[config.mk]
export PLATFORM = sky130hd
export DESIGN_NAME = ifu
export DESIGN_NICKNAME = d
export VERILOG_FILES = /design/src/rtl/ifu.sv
export SDC_FILE = /design/constraint.sdc
export NUM_CORES = 1
export LEC_CHECK = 0
export ABC_AREA = 1
export CELL_PAD_IN_SITES_DETAIL_PLACEMENT = 0
export CELL_PAD_IN_SITES_GLOBAL_PLACEMENT = 2
export CORE_MARGIN = 1
export CORE_UTILIZATION = 19
export CTS_CLUSTER_DIAMETER = 40
export CTS_CLUSTER_SIZE = 40
export DETAILED_ROUTE_END_ITERATION = 6
export GPL_ROUTABILITY_DRIVEN = 0
export GPL_TIMING_DRIVEN = 0
export PLACE_DENSITY_LB_ADDON = 0.1
export SKIP_LAST_GASP = 1
export SYNTH_ARGS = -nofsm -noshare
export SYNTH_HDL_FRONTEND = slang
export SYNTH_SLANG_ARGS = --single-unit
[constraint.sdc]
create_clock -name clk -period 1.48 [get_ports clk]
set_input_delay 0.222 -clock clk [delete_from_list [all_inputs] [get_ports clk]]
set_output_delay 0.222 -clock clk [all_outputs]
set_load 0.1 [all_outputs]
[src/rtl/ifu.sv]
// ifu: instruction fetch unit for the multicycle NPC core; one instruction in flight at a time.
// Latency: zero-wait memory gives FETCH->WAIT->ISSUE, so inst_valid rises 3 cycles after npc_valid.
// Backpressure: req_ready stalls hold FETCH, slow responses hold WAIT, inst_ready stalls hold ISSUE.
//
// Ports:
//   clk, rst                          core clock, synchronous active-high reset
//   imem_req_valid/ready/addr         fetch request to instruction memory (addr always equals pc)
//   imem_rsp_valid/data               single-cycle response pulse carrying the instruction word
//   inst_valid/ready, inst, pc        instruction handed to decode with its PC
//   npc_valid, npc, halt              commit of the issued instruction and its successor PC
//   halted, fetch_err                 sticky stop causes (EBREAK, misaligned npc)
//   retired                           committed-instruction count, wraps at 2^32
module ifu #(
  parameter logic [31:0] RESET_PC = 32'h8000_0000
) (
  input  logic        clk,
  input  logic        rst,
  output logic        imem_req_valid,
  input  logic        imem_req_ready,
  output logic [31:0] imem_req_addr,
  input  logic        imem_rsp_valid,
  input  logic [31:0] imem_rsp_data,
  output logic        inst_valid,
  input  logic        inst_ready,
  output logic [31:0] inst,
  output logic [31:0] pc,
  input  logic        npc_valid,
  input  logic [31:0] npc,
  input  logic        halt,
  output logic        halted,
  output logic        fetch_err,
  output logic [31:0] retired
);

  typedef enum logic [2:0] {
    S_FETCH,
    S_WAIT,
    S_ISSUE,
    S_EXEC,
    S_STOP
  } state_t;

  state_t      r_state;
  logic [31:0] r_pc;
  logic [31:0] r_inst;
  logic [31:0] r_retired;
  logic        r_halted;
  logic        r_fetch_err;

  always_ff @(posedge clk) begin
    if (rst) begin
      r_state     <= S_FETCH;
      r_pc        <= RESET_PC;
      r_inst      <= 32'd0;
      r_retired   <= 32'd0;
      r_halted    <= 1'b0;
      r_fetch_err <= 1'b0;
    end else begin
      case (r_state)
        // Request is valid for the whole FETCH state, so ready alone completes it.
        S_FETCH: if (imem_req_ready) r_state <= S_WAIT;
        S_WAIT: begin
          if (imem_rsp_valid) begin
            r_inst  <= imem_rsp_data;
            r_state <= S_ISSUE;
          end
        end
        S_ISSUE: if (inst_ready) r_state <= S_EXEC;
        S_EXEC: begin
          if (npc_valid) begin
            r_retired <= r_retired + 32'd1;
            // halt outranks a misaligned npc; neither stop cause moves pc.
            if (halt) begin
              r_halted <= 1'b1;
              r_state  <= S_STOP;
            end else if (npc[1:0] != 2'b00) begin
              r_fetch_err <= 1'b1;
              r_state     <= S_STOP;
            end else begin
              r_pc    <= npc;
              r_state <= S_FETCH;
            end
          end
        end
        S_STOP: r_state <= S_STOP;
        default: r_state <= S_FETCH;
      endcase
    end
  end

  // Masked by rst so no request is presented during the reset cycle itself.
  assign imem_req_valid = (r_state == S_FETCH) && !rst;
  assign imem_req_addr  = r_pc;
  assign inst_valid     = (r_state == S_ISSUE);
  assign inst           = r_inst;
  assign pc             = r_pc;
  assign halted         = r_halted;
  assign fetch_err      = r_fetch_err;
  assign retired        = r_retired;

endmodule

==> results of run 1 <==
## power groups by stage
stage | registers (uW) | clock network [uW] | logic [uW]
after global routing | 3110 | 2600 | 3470
after detailed placement | 3130 | 0 | 3310
final | 3070 | 2370 | 3280
after CTS | 3070 | 2500 | 3230
after floorplan | 4710 | 0 | 825
after global placement | 3120 | 0 | 3310
## layout make-up
cell class | count | share of cell area
flip-flops and latches | 101 | 0.301
well taps | 319 | 0.0553
inverters | 83 | 0.0435
repair buffers | 221 | 0.219
clock buffers | 10 | 0.0317
multi-input cells | 409 | 0.284
plain buffers | 57 | 0.0582
clock inverters | 6 | 0.00711
## cell families after synthesis
logic type      after synthesis
simple gates                288
flops                       101
xor+xnor                      2
compound gates              118
buf+inv                     140
fa+ha+maj                     1
## state kept, by name, summed over array words and instances, names as in the netlist
name	cells
inst	32
r_state	3
imem_req_addr	32
retired	32
fetch_err	1
halted	1
## routing by layer
| metal | up-vias | share of wire |
|---|---|---|
| met3 | 15 | 0.058 |
| met4 | 2 | 0.013 |
| met5 | - | 0.00078 |
| met1 | 2261 | 0.42 |
| li1 | 2494 | - |
| met2 | 108 | 0.51 |
## worst max-delay path, stage by stage (launching register included)
cell and delay [ns]:
dfxtp_2 0.44, nand4_4 0.17, buf_12 0.19, nor3_4 0.27, buf_4 0.17, xnor2_1 0.11
nor2_1 0.05
## through the flow
step | instance area [sq um] | setup WS (ns) | setup TNS, ns | utilization
global route | 7220 | -0.111 | -0.942 | 0.308
finish | 7220 | -0.0172 | -0.0254 | 0.308
global placement | 7160 | -1.70 | -86.20 | 0.305
detailed placement | 7160 | -1.79 | -91.19 | 0.305
floorplan | 4730 | -0.0751 | -0.195 | -
CTS | 6970 | -0.105 | -0.590 | 0.297
## timing repair
action	CTS	global route
setup buffers	5	14
resized for setup	697	95
pin swaps	5	10
setup endpoints to repair	225	113
gates cloned	0	0
## worst paths after layout
path | from | end | slack [ns] | cells after the start
setup / recovery | r_state[1] | retired[12] | -0.02 | 6
hold / removal | rst | r_state[0] | 0.27 | 3
setup reg to reg | r_state[1] | retired[12] | -0.02 | 6
hold reg to reg | inst[7] | inst[7] | 0.44 | 2
## placed cells by master (no fill, tap or decap), types with 15 or more instances in the layout
master,count
buf_2,115
nor2_1,114
nand2_1,88
inv_1,78
clkdlybuf4s50_1,68
o21ai_0,63
buf_4,61
a21oi_1,48
dfxtp_2,40
dfxtp_1,35
dfxtp_4,26
nand3_1,19
nand4_1,15
clkbuf_4,15
==> out/qor.yml, run 1 <==
logic_synthesis:
  synth_top_area_share: 0.446
  yosys.area_share.simple: 0.270
  synth-adder-area-share: 0.00276
  syn_nets: 722
  synth_mux_area_frac: 0
  yosys.area.top_type: "dfxtp_1"
  synth_seq_area_share: 0.446
  async_flop_share: 0
  synth_compound_area_frac: 0.132
  synth_cell_type_count: 30
  synth_top_family_by_area: "simple AND/OR/NAND/NOR gates"
  avgSynthCellArea_sq_um: 6.98
  syn_area_sq_mm: 0.00454
  synth_edf_count: 0
  ys_warn_count: 0
  synth_flop_cell: "dfxtp_1"
  synth-xor-area-share: 0.00386
  synth_cells: 650
  synth_common_cells: "nor2_1, dfxtp_1, nand2_1"
  yosysMostFrequentCell: "nor2_1"
  ys_ff_latch: 101
  synth_area_leaders: "dfxtp_1, nor2_1, nand2_1, o21ai_0, inv_1"
grt:
  grt_use_total: 0.138
  met2_usage: 0.240
  grt_pass1_vias: 4689
  antenna_found_initial: 1
  gr-usage-met1: 0.160
  busiest_layer: "met2"
  grt_pass1_wl_mm: 25.5
  gr-usage-met3: 0.0418
  gr-total-overflow: 0
  grt_max_degree: 19
power_and_ir_drop:
  comb_power_share: 0.376
  p_leak_uw: 0.00331
  p_per_area_mw_per_mm2: 1210
  p_int_uw: 4850
  seq_power_share: 0.352
  power_frac_clock: 0.272
  switching_share: 0.444
  power.total_uw: 8730
  irDropWorstVdd_uv: 665
  netSwitchingPower_uw: 3870
setup_path:
  worst-path-max-fanout: 8
  start_kind: "register"
  arrival_ns: 1.75
  cp-end-kind: "register"
  critPathKind: "reg -> reg"
  cp.required_ns: 1.73
run_status:
  violations: "negative setup slack"
  outcome: "finished with violations"
clock_network:
  clock_sinks: 101
  cts_tree: "done"
  clkSlewWorstSetupHoldPaths_ns: 0.07
  hold_buffers: 0
  cts_root_buf: "clkbuf_16"
  cts_max_path_buffers: 2
  insertion_delay_ns: 0.36
  cts_made_buffers: 9
  htree_num_levels: 3
timing:
  finalSetupViolCount: 2
  max-slew-margin-rel: 0.656
  setup_slack_ns: -0.0172
  rsz0062_at_grt: "true"
  fmax_mhz: 668
  clock_skew_ns: 0.00828
  tightest_slew_ns: 0.519
  period_needed_ns: 1.50
  slew_violations: 0
  post-route-period-util: 1.01
  whs_ns: 0.267
  hold_violations: 0
cells_and_area:
  nNetsFinal: 954
  fillers: 2603
  final_cells: 1206
  area_growth_pct: 59.1
  diodes: 0
  register_area_sq_mm: 0.00217
  layout-drive-gt1-share: 0.379
  multi_input_area_sq_mm: 0.00205
detailed_routing:
  wirelength_mm: 16.6
  dr.pass1.iters: 4
  num_vias: 4880
  first_iter_violations: 196
  route.detailed.drc: 0
  ant_nets: 0
  vias_per_cell: 4.05
  wl_per_cell_microns: 13.8
placement:
  place.detailed.hpwl_mm: 12.8
  numPortBuffers: 202
  place_inst: 1171
die:
  die_h_microns: 157
  row_count: 56
  boundaryPins: 203
  die_area_sq_mm: 0.0245
  initial_utilization: 0.193
  core_area_sq_mm: 0.0235
  die_w_microns: 157
flow_run:
  max_cap_viol_count: 0
hold_path:
  hold_class: "in -> reg"
Note: power is estimated with default switching activity, not from simulation.
==> run 2: changes to the inputs <==
--- a/config.mk
+++ b/config.mk
@@ -15,6 +15,7 @@
 export DETAILED_ROUTE_END_ITERATION = 6
 export GPL_ROUTABILITY_DRIVEN = 0
 export GPL_TIMING_DRIVEN = 0
+export MAX_ROUTING_LAYER = met4
 export PLACE_DENSITY_LB_ADDON = 0.1
 export SKIP_LAST_GASP = 1
 export SYNTH_ARGS = -nofsm -noshare
==> run 2 against run 1 <==
Against the previous run:
- the flow still finishes with violations (negative setup slack)
- via count hardly changed
- non-clock buffer count grew 2
- wire length shrank 0.11%
- largest power group unchanged
==> out/qor.yml, run 2 (same netlist as run 1, synthesis figures left out) <==
run_status:
  outcome: "finished with violations"
  violations: "negative setup slack"
timing:
  max-slew-margin-rel: 0.657  # about the same
  setup_slack_ns: -0.00757  # +0.00966 ns
  slew_violations: 0  # unchanged
  rsz0062_at_grt: "true"
  fin_setup_tns_ns: -0.00757  # +0.0178 ns
  fmax_mhz: 672  # +0.65%
  finalSetupViolCount: 1  # -1
  clock_skew_ns: 0.00836  # +0.0000798 ns
  post-route-period-util: 1.01  # -0.00653
  period_needed_ns: 1.49  # -0.00966 ns
  hold_violations: 0  # unchanged
  tightest_slew_ns: 0.519  # -0.000320 ns
cells_and_area:
  layout_commonest_cell: "nor2_1"
  fillers: 2597  # -0.23%
  layout-drive-gt1-share: 0.376  # -0.00310
  register_area_sq_mm: 0.00217  # unchanged
  nNetsFinal: 956  # +0.21%
  area_growth_pct: 59.4
  final_cell_mix: "nor2_1, buf_2, nand2_1"
  multi_input_area_sq_mm: 0.00205  # -0.24%
  final_area_sq_mm: 0.00723  # +0.19%
clock_network:
  cts_tree: "done"
  insertion_delay_ns: 0.36  # about the same
  cts_root_buf: "clkbuf_16"
  cts_max_path_buffers: 2  # unchanged
  cts_made_buffers: 9  # unchanged
  clock_sinks: 101  # unchanged
  htree_num_levels: 3  # unchanged
  clkSlewWorstSetupHoldPaths_ns: 0.07  # about the same
placement:
  placed_area_sq_mm: 0.00716  # unchanged
  place.detailed.hpwl_mm: 12.8  # unchanged
  numPortBuffers: 202  # unchanged
die:
  die_w_microns: 157  # unchanged
  row_count: 56  # unchanged
  core_area_sq_mm: 0.0235  # unchanged
  die_h_microns: 157  # unchanged
  boundaryPins: 203  # unchanged
  die_area_sq_mm: 0.0245  # unchanged
  initial_utilization: 0.193  # unchanged
grt:
  grt_pass1_vias: 4711  # +0.47%
  antenna_found_initial: 1  # unchanged
  gr-total-overflow: 0  # unchanged
  grt_pass1_wl_mm: 25.4  # -0.24%
  grt_max_degree: 19  # unchanged
  grt_use_total: 0.141  # +0.00394
setup_path:
  cpPeakStageDelay_ns: 0.44  # about the same
  start_kind: "register"
  r2r_slack_ns: -0.008  # about the same
  cp-end-kind: "register"
  cp_cell_sequence: "nand4_4 > buf_12 > nor3_4 > buf_4 > xnor2_1 > nor2_1"
  critPathKind: "reg -> reg"
  r2r_cells: 6  # unchanged
  arrival_ns: 1.73  # -0.02 ns
  cp.required_ns: 1.73  # about the same
  cpMaxStageDelayCell: "dfxtp_2"
  worst-path-max-fanout: 8  # unchanged
detailed_routing:
  ant_nets: 0  # unchanged
  route.detailed.drc: 0  # unchanged
  wirelength_mm: 16.6  # -0.11%
  num_vias: 4882  # +0.041%
  vias_per_cell: 4.04  # -0.21%
  wl_per_cell_microns: 13.8  # -0.36%
  first_iter_violations: 207  # +5.6%
  dr.pass1.iters: 4  # unchanged
power_and_ir_drop:
  power.total_uw: 8720  # about the same
  irDropWorstVdd_uv: 661  # -0.63%
  p_leak_uw: 0.00332  # +0.30%
  p_per_area_mw_per_mm2: 1210  # -0.25%
hold_path:
  hold_path_depth: 3  # unchanged
  hold_class: "in -> reg"
flow_run:
  max_cap_viol_count: 0  # unchanged
-- run 2: cell count changes in the layout (fill, tap and decap cells not counted), sizes merged --
| cell | previous run | this run |
|---|---|---|
| diode | 0 | 1 |
| buf | 182 | 184 |
-- run 2: path summary, 6_finish.rpt --
check	start	end
worst max-delay path	r_state[1]	retired[12]
worst max register to register	r_state[1]	retired[12]
worst min-delay path	rst	r_state[0]
worst min register to register	inst[7]	inst[7]
-- run 2: routing by layer --
layer / global-route usage / wire [microns]
met5: - / 0
met4: 0.0430 / 216
met3: 0.0374 / 851
met2: 0.241 / 8390
met1: 0.161 / 7160
-- run 2: report_power, final --
part / switching, uW / internal, uW / total [uW]
clock: 1180 / 1180 / 2360
combinational: 2540 / 752 / 3290
sequential: 148 / 2930 / 3070
-- run 2: through the flow --
stage,hold WS [ns],setup WS (ns),utilization,instances
2_1_floorplan,0.349,-0.0751,-,650
3_3_place_gp,0.434,-1.70,0.305,1171
3_5_place_dp,0.438,-1.79,0.305,1171
4_1_cts,0.415,-0.105,0.297,1192
5_1_grt,0.284,-0.0966,0.308,1209
6_report,0.268,-0.00757,0.308,1209
-- run 2: critical path: cells and delay by family, from the launching register on --
| family | cells | cell delay (ns) |
|---|---|---|
| buf+inv | 2 | 0.35 |
| xor+xnor | 1 | 0.11 |
| flops | 1 | 0.44 |
| simple gates | 3 | 0.48 |
-- run 2: repair_timing --
| item | CTS | global route |
|---|---|---|
| pin swaps | 5 | 12 |
| hold buffers | 0 | 0 |
| gates resized for setup | 697 | 92 |
| setup endpoints to repair | 225 | 113 |
| setup buffers | 5 | 16 |
-- run 2: area by class of cell --
type                       instances  share of cell area
sequential                       101               0.300
multi-input combinational        409               0.283
timing repair buffer             223               0.221
buffer                            57              0.0580
tap                              319              0.0552
inverter                          83              0.0438
clock buffer                      10              0.0317
clock inverter                     6             0.00709
antenna                            1            0.000346
